===== src/rtl/l1i_miss_handler.sv =====
// L1 instruction cache miss handler: captures one miss, requests the aligned
// line from memory, assembles the returned beats and writes the line back.
module l1i_miss_handler #(
   parameter int unsigned addressWidth            = 64,
   parameter int unsigned cacheLineWidth          = 512,
   parameter int unsigned beatWidth               = 128,
   parameter int unsigned offsetWidth             = 6,
   parameter int unsigned PidSize                 = 20,
   parameter int unsigned TidSize                 = 16,
   parameter int unsigned instructionCounterWidth = 64
) (
   input  logic                               clock_i,
   input  logic                               reset_i,
   input  logic                               cacheMiss_i,
   input  logic [addressWidth-1:0]            missedAddress_i,
   input  logic [instructionCounterWidth-1:0] missedInstMajorId_i,
   input  logic [PidSize-1:0]                 missedPid_i,
   input  logic [TidSize-1:0]                 missedTid_i,
   input  logic                               flush_i,
   output logic                               memReq_o,
   output logic [addressWidth-1:0]            memReqAddress_o,
   input  logic                               memReqReady_i,
   input  logic                               memDataValid_i,
   input  logic [beatWidth-1:0]               memData_i,
   output logic                               busy_o,
   output logic                               cacheUpdate_o,
   output logic [addressWidth-1:0]            cacheUpdateAddress_o,
   output logic [PidSize-1:0]                 cacheUpdatePid_o,
   output logic [TidSize-1:0]                 cacheUpdateTid_o,
   output logic [instructionCounterWidth-1:0] missedInstMajorId_o,
   output logic [cacheLineWidth-1:0]          cacheUpdateLine_o
);

   localparam int unsigned BeatsPerLine = cacheLineWidth / beatWidth;
   localparam int unsigned CntW         = (BeatsPerLine > 1) ? $clog2(BeatsPerLine) : 1;

   typedef enum logic [2:0] {
      S_IDLE  = 3'd0,
      S_REQ   = 3'd1,
      S_FILL  = 3'd2,
      S_DRAIN = 3'd3,
      S_WRITE = 3'd4
   } state_t;

   state_t                  state, state_n;
   logic [CntW-1:0]         cnt, cnt_n;
   logic                    capture_c;
   logic                    store_c;
   logic                    last_beat_c;
   logic [addressWidth-1:0] aligned_addr_c;

   // Line-aligned version of the incoming miss address
   always_comb begin
      aligned_addr_c                   = missedAddress_i;
      aligned_addr_c[offsetWidth-1:0]  = '0;
   end

   assign last_beat_c = (cnt == CntW'(BeatsPerLine - 1));

   // State register and beat counter
   always_ff @(posedge clock_i or negedge reset_i) begin
      if (!reset_i) begin
         state <= S_IDLE;
         cnt   <= '0;
      end else begin
         state <= state_n;
         cnt   <= cnt_n;
      end
   end

   // Next-state logic; a flushed fill keeps counting beats but stops storing them
   always_comb begin
      state_n   = state;
      cnt_n     = cnt;
      capture_c = 1'b0;
      store_c   = 1'b0;
      case (state)
         S_IDLE: begin
            if (cacheMiss_i) begin
               capture_c = 1'b1;
               state_n   = S_REQ;
            end
         end
         S_REQ: begin
            if (memReqReady_i) begin
               cnt_n   = '0;
               state_n = flush_i ? S_DRAIN : S_FILL;
            end else if (flush_i) begin
               state_n = S_IDLE;
            end
         end
         S_FILL: begin
            if (memDataValid_i) begin
               store_c = !flush_i;
               cnt_n   = cnt + CntW'(1);
               if (last_beat_c) begin
                  state_n = flush_i ? S_IDLE : S_WRITE;
               end else if (flush_i) begin
                  state_n = S_DRAIN;
               end
            end else if (flush_i) begin
               state_n = S_DRAIN;
            end
         end
         S_DRAIN: begin
            if (memDataValid_i) begin
               cnt_n = cnt + CntW'(1);
               if (last_beat_c) begin
                  state_n = S_IDLE;
               end
            end
         end
         S_WRITE: begin
            state_n = S_IDLE;
         end
         default: begin
            state_n = S_IDLE;
         end
      endcase
   end

   // Registered control outputs track the state being entered
   always_ff @(posedge clock_i or negedge reset_i) begin
      if (!reset_i) begin
         memReq_o      <= 1'b0;
         busy_o        <= 1'b0;
         cacheUpdate_o <= 1'b0;
      end else begin
         memReq_o      <= (state_n == S_REQ);
         busy_o        <= (state_n != S_IDLE);
         cacheUpdate_o <= (state_n == S_WRITE);
      end
   end

   // Miss payload capture and line assembly; beat 0 lands in the top slice
   always_ff @(posedge clock_i or negedge reset_i) begin
      if (!reset_i) begin
         memReqAddress_o      <= '0;
         cacheUpdateAddress_o <= '0;
         cacheUpdatePid_o     <= '0;
         cacheUpdateTid_o     <= '0;
         missedInstMajorId_o  <= '0;
         cacheUpdateLine_o    <= '0;
      end else begin
         if (capture_c) begin
            memReqAddress_o      <= aligned_addr_c;
            cacheUpdateAddress_o <= aligned_addr_c;
            cacheUpdatePid_o     <= missedPid_i;
            cacheUpdateTid_o     <= missedTid_i;
            missedInstMajorId_o  <= missedInstMajorId_i;
         end
         for (int unsigned b = 0; b < BeatsPerLine; b++) begin
            if (store_c && (cnt == CntW'(b))) begin
               cacheUpdateLine_o[cacheLineWidth-1-b*beatWidth -: beatWidth] <= memData_i;
            end
         end
      end
   end

endmodule


===== config.mk =====
export PLATFORM = sky130hd
export DESIGN_NAME = l1i_miss_handler
export DESIGN_NICKNAME = d
export VERILOG_FILES = /design/src/rtl/l1i_miss_handler.sv
export SDC_FILE = /design/constraint.sdc
export NUM_CORES = 1
export LEC_CHECK = 0
export ABC_AREA = 0
export BUFFER_PORTS_ARGS = -buffer_cell sky130_fd_sc_hd__buf_2
export CORE_AREA = 2 2 404 406
export DETAILED_ROUTE_END_ITERATION = 16
export DIE_AREA = 0 0 406 408
export PLACE_DENSITY = 0.39
export SLEW_MARGIN = 20
export SYNTH_ARGS = -nofsm -noshare
export SYNTH_HDL_FRONTEND = slang
export SYNTH_SLANG_ARGS = --single-unit

===== constraint.sdc =====
create_clock -name clock_i -period 4.6 [get_ports clock_i]
set_clock_uncertainty 0.1 [all_clocks]
set_input_delay 0.69 -clock clock_i [delete_from_list [all_inputs] [get_ports clock_i]]
set_output_delay 0.69 -clock clock_i [all_outputs]
set_load 0.1 [all_outputs]

After elaboration in Yosys (flattened, before gate mapping). Index checks and enable logic that the tools add are counted. W data, S select, Z words.

Bits in writable memories: 0. Memories: 0. Flip-flop bits (word level): 678. Input bits: 298. Latch bits: 0. Word-level logic and storage cells: 53. Output and inout port bits: 743. Memory bits (read-only): 0.

Divide/modulo/power cells: 0. Equality and inequality tests: 10. Reduce and logical (&&, ||, !) cells: 11. Multiplexer cells: 18. $mul: 0. Shift operators: 0. $lt $le $gt $ge: 0. Add/sub/neg operators: 1. Bitwise operators: 0.

Operators with widths (number): $mux W3 (9); $pmux W3 S4 (1); $eq A3 B1 Y1 const B (2); $eq A3 B2 Y1 const B (2); $mux W1 (5); $eq A2 B2 Y1 const B (2); $logic_and A1 B1 Y1 (4); $mux W2 (2); $pmux W2 S2 (1); $eq A3 B3 Y1 const B (1); $logic_not A3 Y1 (1); $reduce_and A3 Y1 (1); $reduce_bool A3 Y1 (1); $add A2 B1 Y2 const B (1); $eq A2 B1 Y1 const B (1); $logic_not A2 Y1 (1); $ne A2 B1 Y1 const B (1); $ne A2 B2 Y1 const B (1); $reduce_bool A2 Y1 (1); $reduce_or A2 Y1 (1); $logic_not A1 Y1 (1).

Logic depth before layout (Yosys ltp).
Depth after elaboration: 5. Mapped depth: 6. Mapped depth without buffers: 5.

Least setup slack after synthesis. OpenSTA, ideal clock, no wires.

Kind: register to output. From: register memReqAddress_o[10]. To: output memReqAddress_o[10]. Path slack: 2.473 ns. Required time: 3.810 ns. Path buffers: 1. Data arrival time: 1.337 ns. Cell stages (with the launch flop): 2. Cells stage by stage: dfrtp_1 > buf_4.

RTL lines: start: declaration (RTL line 21) `output logic [addressWidth-1:0] memReqAddress_o,`; start signal: assignment (RTL line 146) `memReqAddress_o <= aligned_addr_c;`.

No word-level cell between the ends.

Worst setup path in the final report.
From: register state[0]. To: register cacheUpdateLine_o[39].

Longest elaborated chain between the ends: 3.

Ends and longest elaborated chain: start: declaration (RTL line 45) `state_t state, state_n;`; start signal: assignment (RTL line 66) `state <= state_n;`; $eq A3 B2 Y1 (RTL line 77) `case (state)`; $mux W1 (RTL line 77); $logic_and A1 B1 Y1 (RTL line 153) `if (store_c && (cnt == CntW'(b))) begin`; end signal: indexed assignment (RTL line 154) `cacheUpdateLine_o[cacheLineWidth-1-b*beatWidth -: beatWidth] <= memData_i;`; end: declaration (RTL line 31) `output logic [cacheLineWidth-1:0] cacheUpdateLine_o`.

Every way passes these cells. A chain may end at the register's enable or synchronous reset.

==> summary.md <==
| Metric | Value |
|---|---|
| WS Path Type | `reg -> reg` |
| TritonCTS clock tree | `yes` |
| Top cells by area, synth | `dfrtp_1 65%, mux2_2 29%, buf_6 2.5%, buf_4 2.3%, ha_1 0.19%` |
| Ys flop type | `dfrtp_1` |
| Ratio of final minimum period to clock period | `60.3%` |
| First-pass GRT wire length | `132000 um` |
| Synth Area in Simple Gates | `0.485%` |
| Routability Congestion | `0.782` |
| Largest family of logic cells by synthesized area | `multiplexers` |
| Slew margin rel. | `48.3%` |
| CP endpoint kind | `register` |
| Post-Route WL | `94000 um` |
| Post-Synth XOR/XNOR Area | `0.0336%` |
| Avg Inst Size Synth | `17.1 um2` |
| Post-synth EDFFs | `0` |
| Final hold violations | `0` |
| Nets | `2841` |
| Post-synthesis cell type count | `25` |
| Routed Antenna Nets | `0` |
| Skew-Pair Late Insertion Delay | `0.67 ns` |
| Clock buffer depth | `3` |
| I/O pin cnt | `1041` |
| Vias after detailed routing | `16700` |
| WP data required | `5.05 ns` |
| Maximum clock frequency | `361 MHz` |
| Post-Syn Area | `0.0261 mm2` |
| Number of CTS-inserted buffers | `85` |
| Post-Synth Adder-Cell Area | `0.192%` |
| Critical path's slowest cell | `nand3_4` |
| Tot GR Track Use | `11.1%` |
| CTS Sinks | `678` |
| Sequential-to-total area share from yosys stat | `65.1%` |
| Area leader, netlist | `dfrtp_1` |
| Final worst path period need | `2.77 ns` |
| Iter 0 DRT Violations | `678` |
| Outcome | `finished, final reports clean` |
| Number of global-route vias before repair | `17600` |
| H-tree depth | `3` |
| Total setup buffers inserted after CTS | `0` |
| Port Buffers | `1022` |
| Initial Util | `16.1%` |
| Worst Tran Pin Value | `0.776 ns` |
| Most numerous cell in the Yosys netlist | `dfrtp_1` |
| Top-area cell type share of the netlist area | `65.1%` |
| Crit path DAT | `3.22 ns` |
| # resized after CTS | `0` |
| Top post-synthesis cells by count | `678 x dfrtp_1, 670 x mux2_2, 81 x buf_4` |
| Detailed Place HPWL | `70300 um` |
| Worst Setup Start Kind | `register` |
| Slowest cell delay on critical path | `0.64 ns` |
| Tightest Hold Check Type | `in -> reg` |
| Worst-path fanout max | `52` |
| Die X | `406 um` |
| Mapped Cells | `1527` |
| Core Util, Final | `22.2%` |
| Max Slew Vio Count | `0` |
| Total of max-cap violations | `0` |
| Site Rows | `148` |
| Overall die area | `0.166 mm2` |
| Setup Viol. Count Final | `0` |
| DRC Markers | `0` |
| Root Buffer | `clkbuf_16` |
| RSZ-0062 raised after global routing | `no` |
| Pin count of the biggest net entering global routing | `110` |
| Die height | `408 um` |
| Seq cells post-synth | `678` |
| Compound-Gate Fraction of Synth Area | `0.235%` |
| Mux contribution to synthesized area | `28.9%` |
| GRT overflow | `0` |
| Initial antenna violation count | `30` |
| Worst-path clk slew | `0.06 ns` |
| Wirelength per Cell | `19.7 um` |
| Pre-antenna DRT Iters | `7` |
| Vias/cell | `3.49` |
| Area Growth Syn to Fin | `37.6%` |
| Core region area | `0.162 mm2` |
| Final setup TNS | `0 ns` |
| Async set-reset flop share out of synthesis | `100%` |
| Worst-path cell chain | `nor2_1, nand3_4, buf_12, mux2_2` |
| Layout cells sized above 1 | `71.4%` |
| # hold bufs at CTS | `1` |
| Synth warn | `0` |
## metrics by stage
stage	instance area [um2]	setup WS [ns]	instances	hold slack, ns
6_report	35900	1.83	4779	0.141
5_1_grt	35900	1.68	4775	0.0837
4_1_cts	35900	1.79	4774	0.0439
3_5_place_dp	33200	1.48	4626	0.387
3_3_place_gp	33200	1.49	4626	0.382
2_1_floorplan	26100	2.47	1538	0.294
## path summary, 6_finish.rpt
path | start | slack, ns | depth (start not counted) | to
max | state[0]$_DFF_PN0_ | 1.83 | 4 | cacheUpdateLine_o[39]$_DFFE_PN0P_
max reg2reg | state[0]$_DFF_PN0_ | 1.83 | 4 | cacheUpdateLine_o[39]$_DFFE_PN0P_
min in group asynchronous | reset_i | 0.54 | 2 | cacheUpdateTid_o[7]$_DFFE_PN0P_
max in group asynchronous | reset_i | 2.80 | 3 | cacheUpdateLine_o[340]$_DFFE_PN0P_
min reg2reg | cacheUpdateLine_o[157]$_DFFE_PN0P_ | 0.40 | 1 | cacheUpdateLine_o[157]$_DFFE_PN0P_
min | missedInstMajorId_i[7] | 0.14 | 2 | missedInstMajorId_o[7]$_DFFE_PN0P_
## critical path: cells and delay by family (launching register included)
family	cells	cell delay [ns]
buffers and inverters	1	0.43
muxes	1	0.33
and+or+nand+nor	2	1.24
DFF	1	0.45
## cell families (layout without fill, tap and decap cells)
| kind of cell | after synthesis | in the layout |
|---|---|---|
| flops | 678 | 678 |
| mux | 670 | 670 |
| buf+inv | 148 | 1209 |
| simple gates | 16 | 16 |
| compound gates | 9 | 9 |
| fa+ha+maj | 4 | 4 |
| other cells | 1 | 17 |
| xor+xnor | 1 | 1 |
## layer usage
layer  routed length, um  GRT usage, %  up-vias
met2               47300          19.3      610
met5                 136             0        -
met3                8280          4.30      183
li1                    -             -     7316
met4                2810          3.81       20
met1               35500          12.2     8568
## sequential cells by signal, indices dropped and copies added (netlist names)
signal               cells
cacheUpdateLine_o      512
missedInstMajorId_o     64
memReqAddress_o         58
cacheUpdatePid_o        20
cacheUpdateTid_o        16
state                    3
cnt                      2
busy_o                   1
cacheUpdate_o            1
memReq_o                 1
## layout by cell type, fill, tap and decap left out, drive strengths merged, types with 2 or more instances in the layout
master / synthesis / routed
inv: 4 / 8
clkinv: 0 / 7
ha: 4 / 4
a22o: 2 / 2
o21ai: 2 / 2
clkinvlp: 0 / 4
conb: 1 / 12
nor2: 2 / 2
nand3b: 2 / 2
nand3: 4 / 4
dfrtp: 678 / 678
clkbuf: 0 / 132
diode: 0 / 5
nand2: 2 / 2
nand4bb: 2 / 2
mux2: 670 / 670
buf: 144 / 1057
a21oi: 2 / 2
## area by class of cell
type                            instances  area, um2
Sequential cell                       678      17000
Clock buffer                          132       2530
Tap cell                             2175       2720
Clock inverter                         15        159
Fill cell                           17500     126000
Timing Repair Buffer                 1058       5590
Inverter                                4       15.0
Multi-Input combinational cell        712       7880
Antenna cell                            5       12.5
Power is left out: the tool's default activity adds up to more than one toggle a clock period on the data nets, which glitch-free logic cannot reach.
